--- src/rtl/led_frame_buffer.sv ---
// Double-buffered LED frame store: writer fills the back bank, bank swap deferred to the next frame boundary.
// Latency: accepted writes land in the back bank at the sampling edge; o_rows follows the bank select with no extra register stage.
// Backpressure: o_wr_ready low during CLEAR/PENDING; writes issued then are dropped and flagged on o_wr_err one cycle later.
module led_frame_buffer #(
    parameter int NUM_ROWS       = 4,
    parameter int NUM_ROWS_WIDTH = 2,
    parameter int NUM_COLS       = 8
) (
    input  logic                      clk,
    input  logic                      i_rst,
    input  logic                      i_wr_en,
    input  logic [NUM_ROWS_WIDTH-1:0] i_wr_row,
    input  logic [NUM_COLS-1:0]       i_wr_data,
    input  logic                      i_swap_req,
    input  logic                      i_clear,
    input  logic                      i_frame_start,
    output logic [NUM_COLS-1:0]       o_rows [0:NUM_ROWS-1],
    output logic                      o_wr_ready,
    output logic                      o_swap_pending,
    output logic                      o_swap_done,
    output logic                      o_wr_err
);

    typedef enum logic [1:0] {
        IDLE    = 2'd0,
        CLEAR   = 2'd1,
        PENDING = 2'd2
    } state_t;

    // Extra bit so NUM_ROWS itself is representable when it equals 2^NUM_ROWS_WIDTH.
    localparam logic [NUM_ROWS_WIDTH:0]   ROW_LIMIT = (NUM_ROWS_WIDTH+1)'(NUM_ROWS);
    localparam logic [NUM_ROWS_WIDTH-1:0] LAST_ROW  = NUM_ROWS_WIDTH'(NUM_ROWS - 1);

    state_t                    state;
    logic                      front_sel;   // 0: bank0 is displayed, 1: bank1 is displayed
    logic [NUM_ROWS_WIDTH-1:0] clr_cnt;

    logic [NUM_COLS-1:0] bank0 [0:NUM_ROWS-1];
    logic [NUM_COLS-1:0] bank1 [0:NUM_ROWS-1];

    logic                      wr_accept;
    logic                      bank_we;
    logic [NUM_ROWS_WIDTH-1:0] bank_addr;
    logic [NUM_COLS-1:0]       bank_dat;

    assign wr_accept = i_wr_en && ({1'b0, i_wr_row} < ROW_LIMIT) && (state == IDLE);

    // Back-bank write port: the clear sweep owns it in CLEAR, otherwise accepted writer data.
    always_comb begin
        bank_we   = 1'b0;
        bank_addr = i_wr_row;
        bank_dat  = i_wr_data;
        if (state == CLEAR) begin
            bank_we   = 1'b1;
            bank_addr = clr_cnt;
            bank_dat  = '0;
        end else if (wr_accept) begin
            bank_we = 1'b1;
        end
    end

    // Bank storage: only the bank not selected for display is ever written.
    always_ff @(posedge clk) begin
        if (i_rst) begin
            for (int r = 0; r < NUM_ROWS; r++) begin
                bank0[r] <= '0;
                bank1[r] <= '0;
            end
        end else if (bank_we) begin
            if (front_sel) begin
                bank0[bank_addr] <= bank_dat;
            end else begin
                bank1[bank_addr] <= bank_dat;
            end
        end
    end

    // Control FSM with registered status outputs; the bank toggle happens only on a frame boundary.
    always_ff @(posedge clk) begin
        if (i_rst) begin
            state          <= IDLE;
            clr_cnt        <= '0;
            front_sel      <= 1'b0;
            o_wr_ready     <= 1'b1;
            o_swap_pending <= 1'b0;
            o_swap_done    <= 1'b0;
            o_wr_err       <= 1'b0;
        end else begin
            o_swap_done <= 1'b0;
            o_wr_err    <= i_wr_en && !wr_accept;
            case (state)
                IDLE: begin
                    // Clear wins over a simultaneous swap request, which is dropped.
                    if (i_clear) begin
                        state      <= CLEAR;
                        clr_cnt    <= '0;
                        o_wr_ready <= 1'b0;
                    end else if (i_swap_req) begin
                        state          <= PENDING;
                        o_wr_ready     <= 1'b0;
                        o_swap_pending <= 1'b1;
                    end
                end
                CLEAR: begin
                    if (clr_cnt == LAST_ROW) begin
                        state      <= IDLE;
                        o_wr_ready <= 1'b1;
                    end else begin
                        clr_cnt <= clr_cnt + 1'b1;
                    end
                end
                PENDING: begin
                    if (i_frame_start) begin
                        front_sel      <= ~front_sel;
                        state          <= IDLE;
                        o_wr_ready     <= 1'b1;
                        o_swap_pending <= 1'b0;
                        o_swap_done    <= 1'b1;
                    end
                end
                default: begin
                    state          <= IDLE;
                    o_wr_ready     <= 1'b1;
                    o_swap_pending <= 1'b0;
                end
            endcase
        end
    end

    // Front bank presented continuously as the driver's row array.
    always_comb begin
        for (int r = 0; r < NUM_ROWS; r++) begin
            o_rows[r] = front_sel ? bank1[r] : bank0[r];
        end
    end

endmodule
--- config.mk ---
export PLATFORM = sky130hd
export DESIGN_NAME = led_frame_buffer
export DESIGN_NICKNAME = d
export VERILOG_FILES = /design/src/rtl/led_frame_buffer.sv
export SDC_FILE = /design/constraint.sdc
export NUM_CORES = 1
export LEC_CHECK = 0
export CELL_PAD_IN_SITES_DETAIL_PLACEMENT = 1
export CELL_PAD_IN_SITES_GLOBAL_PLACEMENT = 1
export CORE_ASPECT_RATIO = 1.25
export CORE_UTILIZATION = 39
export CTS_BUF_LIST = sky130_fd_sc_hd__clkbuf_16
export DETAILED_ROUTE_END_ITERATION = 16
export PLACE_DENSITY_LB_ADDON = 0.1
export SLEW_MARGIN = 20
export SYNTH_ARGS = -nofsm -noshare
export SYNTH_HDL_FRONTEND = slang
export SYNTH_SLANG_ARGS = --single-unit
--- constraint.sdc ---
create_clock -name clk -period 2.1 [get_ports clk]
set_clock_uncertainty 0.1 [all_clocks]
set_input_delay 0.315 -clock clk [delete_from_list [all_inputs] [get_ports clk]]
set_output_delay 0.315 -clock clk [all_outputs]
set_load 0.02 [all_outputs]
==> impl_metrics.yaml, run 1 <==
sta:
  fin_crit_sh_pct: 95.6
  max_freq_mhz: 498
  maxSlewViolCount: 0
  tns_ns: 0
  setup_viol: 0
  period_minus_slack_ns: 2.01
  hold_viol: 0
  slew_headroom_pct: 64.3
  worst_pin_slew_ns: 0.535
layout:
  fin_area_sq_um: 4370
  drive_above_1_share_pct: 23.6
  most-common-layout-cells: "edfxtp_1 (64), nor2_1 (55), mux2_2 (32), dlygate4sd2_1 (32), inv_1 (26)"
  nNetsFinal: 351
  diodes: 0
  stdcell_count: 436
  final_common_cell: "edfxtp_1"
  syn_to_final_growth_pct: 31.7
  n_fill_cell: 892
yosys:
  ys_seq_area_share_pct: 63.3
  synth-seq-cells: 73
  yosys_warnings: 0
  ys.flop_type: "edfxtp_1"
  ys_types: 35
  syn_inst: 259
  syn_nets: 276
  synthArstFlopShare_pct: 0
  synth_area_per_cell_sq_um: 12.8
  synth_edf_count: 64
  synthesis.area_sq_um: 3320
clock_network:
  clock_sinks: 73
  ctsHoldBuffers: 0
  cts_tree: "done"
  clock_path_buffers: 2
  worstSkewPairLatency_ns: 0.33
  cts_buffers: 9
  cts_setup_buffers: 0
  cts-root-buf: "clkbuf_16"
  clk_pin_slew_ns: 0.05
  cts_htree_levels: 3
hold_path:
  holdPathEnd: "o_swap_pending$_SDFFE_PP0P_"
  min_from: "o_swap_pending$_SDFFE_PP0P_"
  hp-class: "flip-flop to flip-flop"
  hold_depth: 2
grt:
  grt_pass1_wl_mm: 13.1
  overflow: 0
  grt_pass1_vias: 2444
  track_usage_pct: 20.6
  grt_max_degree: 21
  antenna_found_initial: 0
pwr:
  seq_power_share_pct: 49.3
  clkPwrFrac_pct: 38.0
  pwr-share-comb_pct: 12.7
  p_switching_uw: 808
  p_sw_share_pct: 23.6
  power_mw: 3.42
  p_int_mw: 2.62
  p_leak_nw: 1.81
  power_density_nw_per_um2: 783
  max-vdd-ir-drop_mv: 0.393
route:
  dr_total_vias: 2264
  ant_nets: 0
  detail_route.wl_per_cell_microns: 19.0
  drc: 0
  drt_iter0_drc: 70
  vias_per_cell: 5.19
  first_pass_iters: 4
  routed_wl_mm: 8.27
floorplanning:
  coreArea_sq_um: 8240
  design.die.area_sq_um: 8880
  io_pins: 52
  die_h_microns: 105
  start_util_pct: 40.3
  num_rows: 37
  die_x_microns: 84.5
place:
  gp_congestion: 0.789
  dpl_cell_area_sq_um: 4120
  dpl.cell_count: 420
  io_buffers: 51
  dp.final_hpwl_mm: 5.92
critical_path:
  ff2ff_path_depth: 5
  r2r_slack_ns: 0.10
  required_ns: 1.68
  cp_max_fo: 20
  cp.arrival_ns: 1.59
  rr_endpoint: "bank0[3][0]$_DFFE_PP_"
  critPathKind: "flip-flop to output port"
  reg2reg_from: "state[1]$_SDFFE_PP0P_"
  startpoint_type: "flip-flop"
  crit_path_end_kind: "output port"
flow_run:
  cap_violations: 0
outcome:
  status: "completed"
synth_stat cells, types with 2 or more instances:
library cell	count	area, sq um
nand4_1	2	12.5
buf_6	4	45.0
nand2_1	5	18.8
o21bai_1	2	15.0
nor2b_1	2	12.5
clkbuf_1	3	11.3
nand3b_1	2	15.0
buf_2	5	25.0
o21ai_0	6	30.0
a31oi_1	2	12.5
a21oi_1	2	10.0
nor3_1	2	10.0
a21o_1	3	22.5
o31ai_1	3	22.5
mux2_2	32	360
dfxtp_1	9	180
nor2_1	55	206
nand3_1	17	85.1
inv_1	21	78.8
nor4b_1	2	17.5
a31oi_4	3	63.8
edfxtp_1	64	1920
cells by family after synthesis:
logic type,share of synthesized area (%)
adder cells (fa/ha/maj),0.377
XOR/XNOR,0.264
multiplexers,11.2
AND/OR/NAND/NOR,13.8
buffers and inverters,5.05
AO/OA/AOI/OAI,6.00
flip-flops,63.3
registers in the layout, summed over array words and instances (netlist names):
name,flops
bank0,32
bank1,32
clr_cnt,2
state,2
front_sel,1
o_swap_done,1
o_swap_pending,1
o_wr_err,1
o_wr_ready,1
worst max-delay path, cell delays in order, from the launching register on:
cell           delay, ns
dfxtp_2             0.37
buf_12              0.19
mux2_2              0.37
dlygate4sd2_1       0.32
worst max path at each step:
stage	depth (start not counted)	slack, ns	from	to
after floorplan	3	-0.001	state[1]$_SDFFE_PP0P_	bank0[1][0]$_SDFFCE_PN0P_
after global placement	4	-0.10	i_wr_row[1]	bank1[0][2]$_SDFFCE_PN0P_
after detailed placement	4	-0.15	i_wr_row[1]	bank1[0][2]$_SDFFCE_PN0P_
after CTS	3	-0.05	state[0]$_SDFFE_PP0P_	bank1[0][2]$_SDFFCE_PN0P_
after global routing	5	-0.02	state[0]$_SDFFE_PP0P_	bank0[1][4]$_SDFFCE_PN0P_
final	3	0.09	front_sel$_SDFFE_PP0P_	o_rows[18]
layer usage:
| layer | GRT usage [%] | wire (microns) | vias to the layer above |
|---|---|---|---|
| li1 | - | - | 1076 |
| met1 | 22.6 | 3200 | 1108 |
| met2 | 36.6 | 4520 | 63 |
| met3 | 5.53 | 345 | 17 |
| met4 | 10.0 | 207 | 0 |
| met5 | 0 | 0 | - |
timing repair:
item / in CTS / in global routing
hold endpoints to repair: 0 / 0
resized for setup: 33 / 4
gates cloned: 0 / 0
endpoints found under the setup margin: 48 / 32
layout make-up:
cell class                      instances  area, sq um  share of cell area, %
Sequential cell                        73         2100                   48.1
Multi-Input combinational cell        152         1100                   25.2
Timing Repair Buffer                   77          716                   16.4
Clock buffer                            9          225                   5.15
Tap cell                               97          121                   2.78
Inverter                               21         78.8                   1.80
Clock inverter                          7         27.5                  0.630
power by group through the flow:
stage                     sequential (mW)  clock [mW]  combinational [mW]
after floorplan                      1.71           0               0.242
after global placement               1.72           0               0.444
after detailed placement             1.72           0               0.452
after CTS                            1.69        1.34               0.432
after global routing                 1.70        1.39               0.467
final                                1.69        1.30               0.434
stage by stage:
stage	hold WS (ns)	util [%]	setup slack [ns]
after floorplan	0.341	-	-0.00127
after global placement	0.366	50.0	-0.100
after detailed placement	0.374	50.0	-0.154
after CTS	0.391	52.7	-0.0452
after global routing	0.411	53.1	-0.0200
final	0.385	53.1	0.0915
(Power assumes the default switching activity.)
==> run 2: changes to the inputs <==
--- a/config.mk
+++ b/config.mk
@@ -7,7 +7,7 @@
 export LEC_CHECK = 0
 export CELL_PAD_IN_SITES_DETAIL_PLACEMENT = 1
 export CELL_PAD_IN_SITES_GLOBAL_PLACEMENT = 1
-export CORE_ASPECT_RATIO = 1.25
+export CORE_ASPECT_RATIO = 1.75
 export CORE_UTILIZATION = 39
 export CTS_BUF_LIST = sky130_fd_sc_hd__clkbuf_16
 export DETAILED_ROUTE_END_ITERATION = 16
==> impl_metrics.yaml, run 2 (synthesized netlist as in run 1, its figures left out) <==
pwr:
  max-vdd-ir-drop_mv: 0.556
  p_leak_nw: 1.81
  power_density_nw_per_um2: 791
sta:
  slew_headroom_pct: 63.1
  setup_viol: 0
  tns_ns: 0
  period_minus_slack_ns: 2.04
  hold_viol: 0
  rsz0062_at_grt: "false"
  fin_ws_ns: 0.0588
  worst_pin_slew_ns: 0.554
  maxSlewViolCount: 0
  max_freq_mhz: 490
  fin_crit_sh_pct: 97.2
clock_network:
  clk_pin_slew_ns: 0.06
  cts_tree: "done"
  worstSkewPairLatency_ns: 0.33
  cts_buffers: 9
  cts-root-buf: "clkbuf_16"
  clock_path_buffers: 2
  clock_sinks: 73
  ctsHoldBuffers: 0
  cts_htree_levels: 3
  cts_setup_buffers: 0
critical_path:
  required_ns: 1.68
  cp_max_fo: 20
  critPathKind: "flip-flop to output port"
  startpoint_type: "flip-flop"
  crit_path_end_kind: "output port"
  r2r_slack_ns: 0.13
  cp.arrival_ns: 1.63
grt:
  antenna_found_initial: 0
  overflow: 0
  grt_max_degree: 41
  met1_usage_pct: 22.6
  grt_busiest_layer: "met2"
  grt_pass1_wl_mm: 12.8
  track_usage_pct: 20.7
  use_met3_pct: 4.69
  use_met2_pct: 38.9
  grt_pass1_vias: 2401
place:
  dpl_cell_area_sq_um: 4100
  post-place-ws_ns: -0.191
  io_buffers: 51
  gp_congestion: 0.766
  dp.final_hpwl_mm: 5.87
floorplanning:
  io_pins: 52
  design.die.area_sq_um: 8900
  die_h_microns: 124
  coreArea_sq_um: 8260
  die_x_microns: 71.7
  start_util_pct: 40.2
  num_rows: 44
route:
  routed_wl_mm: 8.32
  dr_total_vias: 2244
  drc: 0
  vias_per_cell: 5.19
  first_pass_iters: 4
  drt_iter0_drc: 126
  detail_route.wl_per_cell_microns: 19.3
  ant_nets: 0
layout:
  most-common-layout-cells: "edfxtp_1 (64), nor2_1 (55), mux2_2 (32), dlygate4sd2_1 (32), inv_1 (24)"
  nNetsFinal: 352
  fin_area_sq_um: 4380
  final_common_cell: "edfxtp_1"
  diodes: 0
  reg_top3: "bank0 (32), bank1 (32)"
  syn_to_final_growth_pct: 31.9
  n_fill_cell: 857
  drive_above_1_share_pct: 24.1
outcome:
  status: "completed"
hold_path:
  hp-class: "flip-flop to flip-flop"
flow_run:
  cap_violations: 0
run 2: path summary, 6_finish.rpt:
path,cells past startpoint,endpoint,from
setup / recovery,3,o_rows[15],front_sel$_SDFFE_PP0P_
hold / removal,1,o_wr_ready$_SDFFE_PP1P_,o_wr_ready$_SDFFE_PP1P_
setup reg to reg,6,bank0[1][7]$_SDFFCE_PN0P_,state[0]$_SDFFE_PP0P_
hold reg to reg,1,o_wr_ready$_SDFFE_PP1P_,o_wr_ready$_SDFFE_PP1P_
run 2: power breakdown:
group          switching [mW]  internal (mW)
logic                   0.254          0.189
clock network           0.555          0.779
registers              0.0249           1.66
total                   0.834           2.63
run 2: repair_timing:
item,in CTS,in global routing
gates resized for setup,35,1
setup endpoints to repair,56,55
gates cloned,0,1
run 2: cell type report:
class	count	area (sq um)	area share, %
sequential	73	2100	48.0
clock buffer	9	225	5.14
inverter	21	78.8	1.80
timing repair buffer	78	728	16.6
tap	92	115	2.63
multi-input combinational	152	1090	25.0
clock inverter	7	33.8	0.772
run 2: routing by layer:
metal / routed length, microns / vias up
met5: 0 / -
met3: 316 / 4
li1: - / 1078
met4: 51 / 0
met1: 3120 / 1107
met2: 4830 / 55
run 2: worst max-delay path, cell delays in order (launching register included):
cell and delay (ns):
dfxtp_2 0.39, clkbuf_16 0.23, mux2_2 0.36, dlygate4sd2_1 0.32
run 2: per-stage QoR:
step | hold WS (ns) | std cells | power [mW] | util (%)
2_1_floorplan | 0.341 | 259 | 1.96 | -
6_report | 0.383 | 432 | 3.46 | 53.0
3_5_place_dp | 0.377 | 415 | 2.17 | 49.7
5_1_grt | 0.419 | 432 | 3.60 | 53.0
3_3_place_gp | 0.368 | 415 | 2.16 | 49.7
4_1_cts | 0.394 | 431 | 3.50 | 52.7
